`config.mk`:
```
export PLATFORM = sky130hd
export DESIGN_NAME = ircam_frame_tx
export DESIGN_NICKNAME = d
export VERILOG_FILES = /design/src/rtl/ircam_frame_tx.sv
export SDC_FILE = /design/constraint.sdc
export NUM_CORES = 1
export LEC_CHECK = 0
export ABC_AREA = 1
export BUFFER_PORTS_ARGS = -buffer_cell sky130_fd_sc_hd__buf_2
export CORE_MARGIN = 1
export CORE_UTILIZATION = 50
export DETAILED_ROUTE_END_ITERATION = 10
export HOLD_SLACK_MARGIN = 0.1
export PLACE_DENSITY_LB_ADDON = 0.12
export SLEW_MARGIN = 10
export SYNTH_ARGS = -nofsm -noshare
export SYNTH_HDL_FRONTEND = slang
export SYNTH_SLANG_ARGS = --single-unit
export TNS_END_PERCENT = 30
```
`constraint.sdc`:
```
create_clock -name clk50M -period 3.28 [get_ports clk50M]
set_clock_uncertainty 0.15 [all_clocks]
set_input_delay 0.984 -clock clk50M [delete_from_list [all_inputs] [get_ports clk50M]]
set_output_delay 0.984 -clock clk50M [all_outputs]
set_load 0.01 [all_outputs]
```
`src/rtl/ircam_frame_tx.sv`:
```
// ircam_frame_tx
//   Sending end of the IRCAM UART link. One start pulse sends one frame as
//   UART 8N1 bytes (LSB first, line idles high):
//     5A 5A | LEN_L LEN_H | NPIX x (pix_lo pix_hi) | AMB_L AMB_H | CKS_L CKS_H
//   LEN = 2*NPIX+2. CKS = 0x5A5A + LEN + all pixels + ambient, mod 2^16.
// Ports
//   clk50M, rst_n        : clock, asynchronous active-low reset
//   start                : one-cycle frame request, ignored while busy
//   ambient[15:0]        : latched when start is accepted
//   pix_data/valid/ready : upstream pixel handshake (ready only in PIX_REQ)
//   uart_tx              : registered serial line
//   busy                 : frame in progress
//   byte_done            : pulse in the last cycle of each byte's final stop bit
//   frame_done           : pulse with the byte_done of the last checksum byte
module ircam_frame_tx #(
    parameter int NPIX      = 768,
    parameter int BAUD_DIV  = 108,
    parameter int STOP_BITS = 1
) (
    input  logic        clk50M,
    input  logic        rst_n,
    input  logic        start,
    input  logic [15:0] ambient,
    input  logic [15:0] pix_data,
    input  logic        pix_valid,
    output logic        pix_ready,
    output logic        uart_tx,
    output logic        busy,
    output logic        byte_done,
    output logic        frame_done
);

    localparam logic [15:0] LEN      = 16'(2 * NPIX + 2);
    localparam int          CW       = $clog2(NPIX + 1);
    localparam int          BW       = $clog2(BAUD_DIV + 1);
    // bit index 0 = start bit, 1..8 = data, 9.. = stop bits
    localparam logic [3:0]  LAST_BIT = 4'(8 + STOP_BITS);

    typedef enum logic [3:0] {
        IDLE, HDR0, HDR1, LEN_L, LEN_H, PIX_REQ, PIX_L, PIX_H,
        AMB_L, AMB_H, CKS_L, CKS_H
    } state_t;

    state_t          state_q, state_d;
    logic            busy_q, busy_d;
    logic [15:0]     amb_q, amb_d;
    logic [7:0]      pix_hi_q, pix_hi_d;
    logic [15:0]     cks_q, cks_d;
    logic [CW-1:0]   cnt_q, cnt_d;

    // serialiser
    logic            act_q, tx_q;
    logic [7:0]      sh_q;
    logic [3:0]      bit_q;
    logic [BW-1:0]   baud_q;
    logic            tick, ser_done;
    logic            load;
    logic [7:0]      load_byte;

    assign tick       = act_q && (baud_q == BW'(BAUD_DIV - 1));
    assign ser_done   = tick && (bit_q == LAST_BIT);
    assign byte_done  = ser_done;
    assign frame_done = ser_done && (state_q == CKS_H);
    assign pix_ready  = (state_q == PIX_REQ) && !act_q;
    assign uart_tx    = tx_q;
    assign busy       = busy_q;

    // Each byte state is the byte currently on the line; the next byte is
    // loaded in the done cycle so consecutive bytes run back to back.
    always_comb begin
        state_d   = state_q;
        busy_d    = busy_q;
        amb_d     = amb_q;
        pix_hi_d  = pix_hi_q;
        cks_d     = cks_q;
        cnt_d     = cnt_q;
        load      = 1'b0;
        load_byte = 8'h00;
        case (state_q)
            IDLE: if (start) begin
                state_d   = HDR0;
                busy_d    = 1'b1;
                amb_d     = ambient;
                cnt_d     = '0;
                cks_d     = 16'h5A5A + LEN;
                load      = 1'b1;
                load_byte = 8'h5A;
            end
            HDR0:  if (ser_done) begin state_d = HDR1;  load = 1'b1; load_byte = 8'h5A;     end
            HDR1:  if (ser_done) begin state_d = LEN_L; load = 1'b1; load_byte = LEN[7:0];  end
            LEN_L: if (ser_done) begin state_d = LEN_H; load = 1'b1; load_byte = LEN[15:8]; end
            LEN_H: if (ser_done) state_d = PIX_REQ;
            PIX_REQ: if (pix_valid && pix_ready) begin
                state_d   = PIX_L;
                pix_hi_d  = pix_data[15:8];
                cks_d     = cks_q + pix_data;
                cnt_d     = cnt_q + CW'(1);
                load      = 1'b1;
                load_byte = pix_data[7:0];
            end
            PIX_L: if (ser_done) begin state_d = PIX_H; load = 1'b1; load_byte = pix_hi_q; end
            PIX_H: if (ser_done) begin
                if (cnt_q < CW'(NPIX)) begin
                    state_d = PIX_REQ;
                end else begin
                    state_d   = AMB_L;
                    cks_d     = cks_q + amb_q;
                    load      = 1'b1;
                    load_byte = amb_q[7:0];
                end
            end
            AMB_L: if (ser_done) begin state_d = AMB_H; load = 1'b1; load_byte = amb_q[15:8]; end
            AMB_H: if (ser_done) begin state_d = CKS_L; load = 1'b1; load_byte = cks_q[7:0];  end
            CKS_L: if (ser_done) begin state_d = CKS_H; load = 1'b1; load_byte = cks_q[15:8]; end
            CKS_H: if (ser_done) begin state_d = IDLE;  busy_d = 1'b0; end
            default: state_d = IDLE;
        endcase
    end

    always_ff @(posedge clk50M or negedge rst_n) begin
        if (!rst_n) begin
            state_q  <= IDLE;
            busy_q   <= 1'b0;
            amb_q    <= '0;
            pix_hi_q <= '0;
            cks_q    <= '0;
            cnt_q    <= '0;
        end else begin
            state_q  <= state_d;
            busy_q   <= busy_d;
            amb_q    <= amb_d;
            pix_hi_q <= pix_hi_d;
            cks_q    <= cks_d;
            cnt_q    <= cnt_d;
        end
    end

    always_ff @(posedge clk50M or negedge rst_n) begin
        if (!rst_n) begin
            act_q  <= 1'b0;
            tx_q   <= 1'b1;
            sh_q   <= '0;
            bit_q  <= '0;
            baud_q <= '0;
        end else if (load) begin
            // start bit goes out on the very next cycle
            act_q  <= 1'b1;
            tx_q   <= 1'b0;
            sh_q   <= load_byte;
            bit_q  <= '0;
            baud_q <= '0;
        end else if (tick) begin
            baud_q <= '0;
            bit_q  <= bit_q + 4'd1;
            if (bit_q == LAST_BIT) begin
                act_q <= 1'b0;
                tx_q  <= 1'b1;
            end else if (bit_q < 4'd8) begin
                tx_q <= sh_q[0];
                sh_q <= {1'b0, sh_q[7:1]};
            end else begin
                tx_q <= 1'b1;
            end
        end else if (act_q) begin
            baud_q <= baud_q + BW'(1);
        end
    end

endmodule

```
==> results of run 1 <==
-- how the worst max path moves through the flow --
stage | startpoint | to | slack (ps) | cells after the start
floorplan | state_q[3] | cks_q[8] | 620 | 15
global placement | pix_data[1] | cks_q[12] | 350 | 11
detailed placement | pix_data[3] | cks_q[8] | 300 | 12
CTS | baud_q[0] | frame_done | 220 | 6
global route | state_q[3] | cks_q[12] | 40 | 15
finish | baud_q[0] | frame_done | 250 | 6
-- metal layers --
layer	global-route usage [%]	routed length [um]
met3	2.81	614
met5	0	0
met2	44.7	6460
met4	11.9	374
met1	37.5	6670
-- flip-flops by register name (all words and copies together) (netlist names) --
signal,count
bit_q,4
sh_q,8
state_q,4
amb_q,16
cks_q,16
uart_tx,1
act_q,1
baud_q,7
busy,1
pix_hi_q,8
cnt_q,10
-- layout make-up --
type | instances | area (um^2)
Timing Repair Buffer | 48 | 275
Inverter | 86 | 323
Sequential cell | 76 | 1900
Tap cell | 136 | 170
Fill cell | 1016 | 4440
Clock inverter | 5 | 85.1
Multi-Input combinational cell | 594 | 2950
Clock buffer | 11 | 131
-- power by group through the flow --
stage	Sequential, mW	Combinational [mW]	Clock [mW]
after floorplan	1.39	1.62	0
after global placement	1.49	1.97	0
after detailed placement	1.50	2.01	0
after CTS	1.48	2.03	0.825
after global routing	1.52	2.33	0.860
final	1.49	2.04	0.814
-- critical path, cell delays in order (launching register included) --
cell     delay (ps)
dfrtp_1         420
ha_1            260
nand4_1         150
nor2_4          230
nand2_1         150
nor2_1          160
buf_2           160
-- cells in the final DEF, fill, tap and decap left out, types with 4 or more instances in the layout --
cell / n
a21oi_1: 21
buf_2: 39
buf_4: 8
clkbuf_8: 9
dfrtp_1: 75
ha_1: 21
inv_1: 82
inv_2: 4
nand2_1: 285
nand2_2: 6
nand3_1: 62
nand3_2: 10
nand4_1: 11
nor2_1: 85
nor2_2: 4
nor2_4: 4
nor3_1: 7
o211ai_1: 4
o21ai_0: 38
xor2_1: 11
-- stage by stage --
step / hold WS, ps / area [um^2] / worst slack (ps) / total power [mW] / instances
2_1_floorplan: 292 / 5290 / 617 / 3.01 / 773
3_3_place_gp: 315 / 5620 / 353 / 3.46 / 940
3_5_place_dp: 323 / 5620 / 303 / 3.51 / 940
4_1_cts: 344 / 5840 / 219 / 4.33 / 956
5_1_grt: 370 / 5840 / 38.9 / 4.71 / 956
6_report: 345 / 5840 / 245 / 4.34 / 956
-- cells by family after synthesis --
family	synth area share (%)
simple gates	40.7
buf+inv	8.21
flops	36.0
compound gates	7.41
fa+ha+maj	5.35
xor+xnor	2.32
==> key figures, run 1 <==
Synthesis
  • Mapped Cells: 773
  • EDFF count, synth: 0
  • Count leader, synth: nand2_1
  • Top cell type's share of synthesized area: 35.5%
  • Avg Cell Area, Syn: 6.84 um^2
  • Synth cell types: 39
  • Ranking of synthesized cells by area: dfrtp_1 35%, nand2_1 20%, nor2_1 6.0%, nand3_1 5.9%, inv_1 5.8%
  • Post-synthesis sequential area ratio: 36.0%
  • Post-synthesis cell type with the largest combined area: dfrtp_1
  • Synth async-reset ratio: 100%
  • Synth cell count leaders: 285 x nand2_1, 85 x nor2_1, 82 x inv_1, 75 x dfrtp_1, 62 x nand3_1
  • Flop and latch count out of synthesis: 76
  • Mapped Nets: 831
  • Yosys warns: 0
  • Predominant post-synthesis flop cell: dfrtp_1
  • Synth Cell Area: 5290 um^2

Worst setup path
  • Reg2Reg Depth: 15
  • Worst flop-to-flop path endpoint: cks_q[12]
  • Worst reg2reg setup slack: 290 ps
  • CP endpoint kind: output pin
  • Worst Path Required: 2150 ps
  • Kind of critical path: flop to output pin
  • Worst-path fanout max: 9
  • Critical path data arrival time: 1900 ps
  • RR Startpoint: state_q[3]
  • Crit start category: flop

Timing
  • Measured slew at the worst slew-check pin: 506 ps
  • Total negative slack: 0 ps
  • Slew headroom: 66.2%
  • Tcrit/Tclk final: 92.5%
  • Final Hold Violating Endpoints: 0
  • Final Setup Violations: 0
  • RSZ-0062 raised after global routing: false
  • Max Clock Freq: 0.329 GHz
  • Post-route minimum period: 3030 ps
  • Fin. max-slew vios: 0

Global route
  • GRT Overall Usage: 27.5%
  • Gr ovfl total: 0
  • Number of global-route vias before repair: 4888
  • First-pass GRT wire length: 23.7 mm
  • Largest net degree at the start of global routing: 47
  • Antenna violations before repair: 0

Route
  • Total number of vias: 5050
  • First-iteration detailed-routing DRC count: 365
  • Vias per cell: 5.28
  • Mean routed wirelength per cell: 14.8 um
  • Residual DRC: 0
  • Antenna Nets Post-Route: 0
  • Drt first pass iters: 5
  • Detailed Route WL: 14.1 mm

Power
  • Pwr Density: 744 nW/um^2
  • Gate power share: 47.0%
  • Worst vdd ir: 0.356 mV
  • Flop pwr share: 34.3%
  • Psw: 2.00 mW
  • Clock Power Share: 18.8%
  • Leak: 3.14 nW
  • Sw Ratio: 46.0%
  • Internal: 2.35 mW

CTS
  • Post-CTS repair timing setup buffer count: 0
  • CTS tree: yes
  • Clk buf depth: 2
  • Hold buffers post-CTS: 0
  • H-tree Lvls: 3
  • Num CTS Buffers: 9
  • Root Buffer: clkbuf_8
  • Clock-pin slew on the worst setup and hold paths: 90 ps
  • CTS Sinks: 76
  • Resized Gates After CTS: 0
  • Clk_lat worst skew: 360 ps

Min path
  • Worst hold endpoint: pix_hi_q[2]
  • Hold crit path type: flop to flop
  • Hold path depth: 2
  • HP Start: pix_hi_q[2]

Floorplanning
  • Starting Density: 51.4%
  • Core box area: 10300 um^2
  • Die X: 105 um
  • FP Rows: 37
  • Full die area: 11000 um^2
  • Io pins: 41
  • Height of the die: 105 um

Placement
  • Gpl congestion: 0.948
  • DP Wirelength: 10.8 mm
  • Port-buffer cells: 40

Finish
  • Final design utilization: 56.8%
  • Layout cells sized above 1: 12.3%
  • Final #Nets: 873
  • Ant. Diodes: 0
  • Area Overhead vs Synth: 10.4%

Run status
  • Outcome: complete, no violations

Job
  • Max cap viols: 0
Note: power is estimated with default switching activity, not from simulation.
==> inputs of run 2 (changes only) <==
- BUFFER_PORTS_ARGS: -buffer_cell sky130_fd_sc_hd__buf_2 -> -buffer_cell sky130_fd_sc_hd__buf_4
==> key figures, run 2 (synthesized netlist as in run 1, its figures left out) <==
Finish
  • Most common cell after layout, fill and taps aside: nand2_1 (unchanged)
  • Final design utilization: 57.6% (was 56.8%)
  • Area Overhead vs Synth: 11.9% (was 10.4%)
  • Ant. Diodes: 0 (unchanged)
  • Layout cells sized above 1: 12.7% (was 12.3%)
  • Final #Nets: 873 (unchanged)
  • Commonest cells after routing, fill and taps aside: 285 x nand2_1, 85 x nor2_1, 82 x inv_1, 75 x dfrtp_1, 62 x nand3_1 (unchanged)
  • Fill cells: 1037 (was 1016)
  • Top flop regs: amb_q: 16 flops, cks_q: 16 flops, cnt_q: 10 flops (unchanged)

Floorplanning
  • Die X: 105 um (unchanged)
  • Io pins: 41 (unchanged)
  • Starting Density: 51.4% (unchanged)
  • Core box area: 10300 um^2 (unchanged)
  • Full die area: 11000 um^2 (unchanged)
  • Height of the die: 105 um (unchanged)
  • FP Rows: 37 (unchanged)

Global route
  • First-pass GRT wire length: 22.7 mm (was 23.7 mm)
  • Gr ovfl total: 0 (unchanged)
  • GRT Overall Usage: 26.2% (was 27.5%)
  • Number of global-route vias before repair: 4621 (was 4888)
  • Largest net degree at the start of global routing: 77 (was 47)
  • Antenna violations before repair: 0 (unchanged)

Power
  • Final Power: 4.29 mW (was 4.34 mW)
  • Leak: 3.17 nW (was 3.14 nW)
  • Pwr Density: 725 nW/um^2 (was 744 nW/um^2)
  • Worst vdd ir: 0.353 mV (was 0.356 mV)

Timing
  • Slew headroom: 33.3% (was 66.2%)
  • Fin Hold WS: 339 ps (was 345 ps)
  • Measured slew at the worst slew-check pin: 1000 ps (was 506 ps)
  • RSZ-0062 raised after global routing: false (unchanged)
  • Final Hold Violating Endpoints: 0 (unchanged)
  • Final worst slack: 257 ps (was 245 ps)
  • Tcrit/Tclk final: 92.2% (was 92.5%)
  • Max Clock Freq: 0.331 GHz (was 0.329 GHz)
  • Post-route minimum period: 3020 ps (was 3030 ps)
  • Total negative slack: 0 ps (unchanged)
  • Final Setup Violations: 0 (unchanged)
  • Fin. max-slew vios: 0 (unchanged)

Route
  • Total number of vias: 4991 (was 5050)
  • Mean routed wirelength per cell: 14.2 um (was 14.8 um)
  • Drt first pass iters: 7 (was 5)
  • Residual DRC: 0 (unchanged)
  • Antenna Nets Post-Route: 0 (unchanged)
  • First-iteration detailed-routing DRC count: 391 (was 365)
  • Detailed Route WL: 13.6 mm (was 14.1 mm)
  • Vias per cell: 5.22 (was 5.28)

Worst setup path
  • Critical path data arrival time: 1890 ps (was 1900 ps)
  • Worst Path Required: 2150 ps (about the same)
  • Crit-path slowest cell: dfrtp_1 (unchanged)
  • Worst reg2reg setup slack: 320 ps (was 290 ps)
  • Crit start category: flop (unchanged)
  • CP endpoint kind: output pin (unchanged)
  • Worst-path fanout max: 9 (unchanged)
  • Kind of critical path: flop to output pin (unchanged)
  • CP peak stage delay: 420 ps (about the same)
  • Critical path buffer and inverter count: 1 (unchanged)
  • Worst-path cell chain: ha_1 -> nand4_1 -> nor2_4 -> nand2_1 -> nor2_1 -> buf_4 (was ha_1 -> nand4_1 -> nor2_4 -> nand2_1 -> nor2_1 -> buf_2)
  • Critical path's top delay family: simple AND/OR/NAND/NOR gates (unchanged)

CTS
  • Num CTS Buffers: 9 (unchanged)
  • Hold buffers post-CTS: 0 (unchanged)
  • CTS tree: yes (unchanged)
  • Clock-pin slew on the worst setup and hold paths: 90 ps (about the same)
  • Clk_lat worst skew: 360 ps (about the same)
  • Post-CTS repair timing setup buffer count: 0 (unchanged)
  • Clk buf depth: 2 (unchanged)
  • Root Buffer: clkbuf_8 (unchanged)
  • CTS Sinks: 76 (unchanged)
  • H-tree Lvls: 3 (unchanged)

Job
  • Max cap viols: 0 (unchanged)

Placement
  • DP Wirelength: 10.5 mm (was 10.8 mm)
  • Port-buffer cells: 40 (unchanged)
  • Place WS: 251 ps (was 303 ps)
  • Gpl congestion: 0.923 (was 0.948)

Min path
  • Hold crit path type: flop to flop (unchanged)

Run status
  • Outcome: complete, no violations (unchanged)
==> run 2: layer usage <==
metal  global-route usage [%]  vias up  wire length (um)
li1                         -     2531                 -
met1                     37.1     2277              6450
met2                     41.3      163              6140
met3                     3.62       20               703
met4                     8.65        0               291
met5                        0        -                 0
==> run 2: cell type report <==
| class | instances | area, um^2 | area share (%) |
|---|---|---|---|
| sequential | 76 | 1900 | 32.2 |
| inverter | 86 | 323 | 5.45 |
| timing repair buffer | 48 | 360 | 6.09 |
| tap | 136 | 170 | 2.88 |
| clock buffer | 10 | 138 | 2.33 |
| multi-input combinational | 594 | 2950 | 49.9 |
| clock inverter | 6 | 70.1 | 1.18 |
==> run 2: repair_timing <==
item                       CTS  global route
gates resized for setup      0             1
hold endpoints to repair     0             0
setup endpoints to repair    0             1
==> run 2: worst paths after layout <==
check | start | end | depth (start not counted)
hold reg to reg | pix_hi_q[4] | pix_hi_q[4] | 2
min in group asynchronous | rst_n | cks_q[7] | 1
setup / recovery | baud_q[0] | frame_done | 6
hold / removal | pix_hi_q[4] | pix_hi_q[4] | 2
max in group asynchronous | rst_n | amb_q[2] | 1
setup reg to reg | state_q[3] | cks_q[11] | 15
==> run 2: worst register-to-register path: stages (launching register included) <==
cell and delay, ps:
dfrtp_1 430, inv_1 160, nand2_2 110, nor2_1 160, buf_4 280, o21ai_0 190
ha_1 390, nand2_1 70, inv_1 70, nand2_1 50, o21ai_0 380, nand2_1 140
nand2_1 90, nand2_1 50, nand3_1 90, nand2_1 50
==> run 2: metrics by stage <==
step / instance area (um^2) / std cells
floorplan: 5290 / 773
global placement: 5710 / 940
global route: 5920 / 956
CTS: 5910 / 956
detailed placement: 5710 / 940
finish: 5920 / 956
==> run 2: report_power, final <==
group | internal, mW | switching (mW)
Clock | 0.379 | 0.389
Sequential | 1.20 | 0.246
Combinational | 0.726 | 1.35
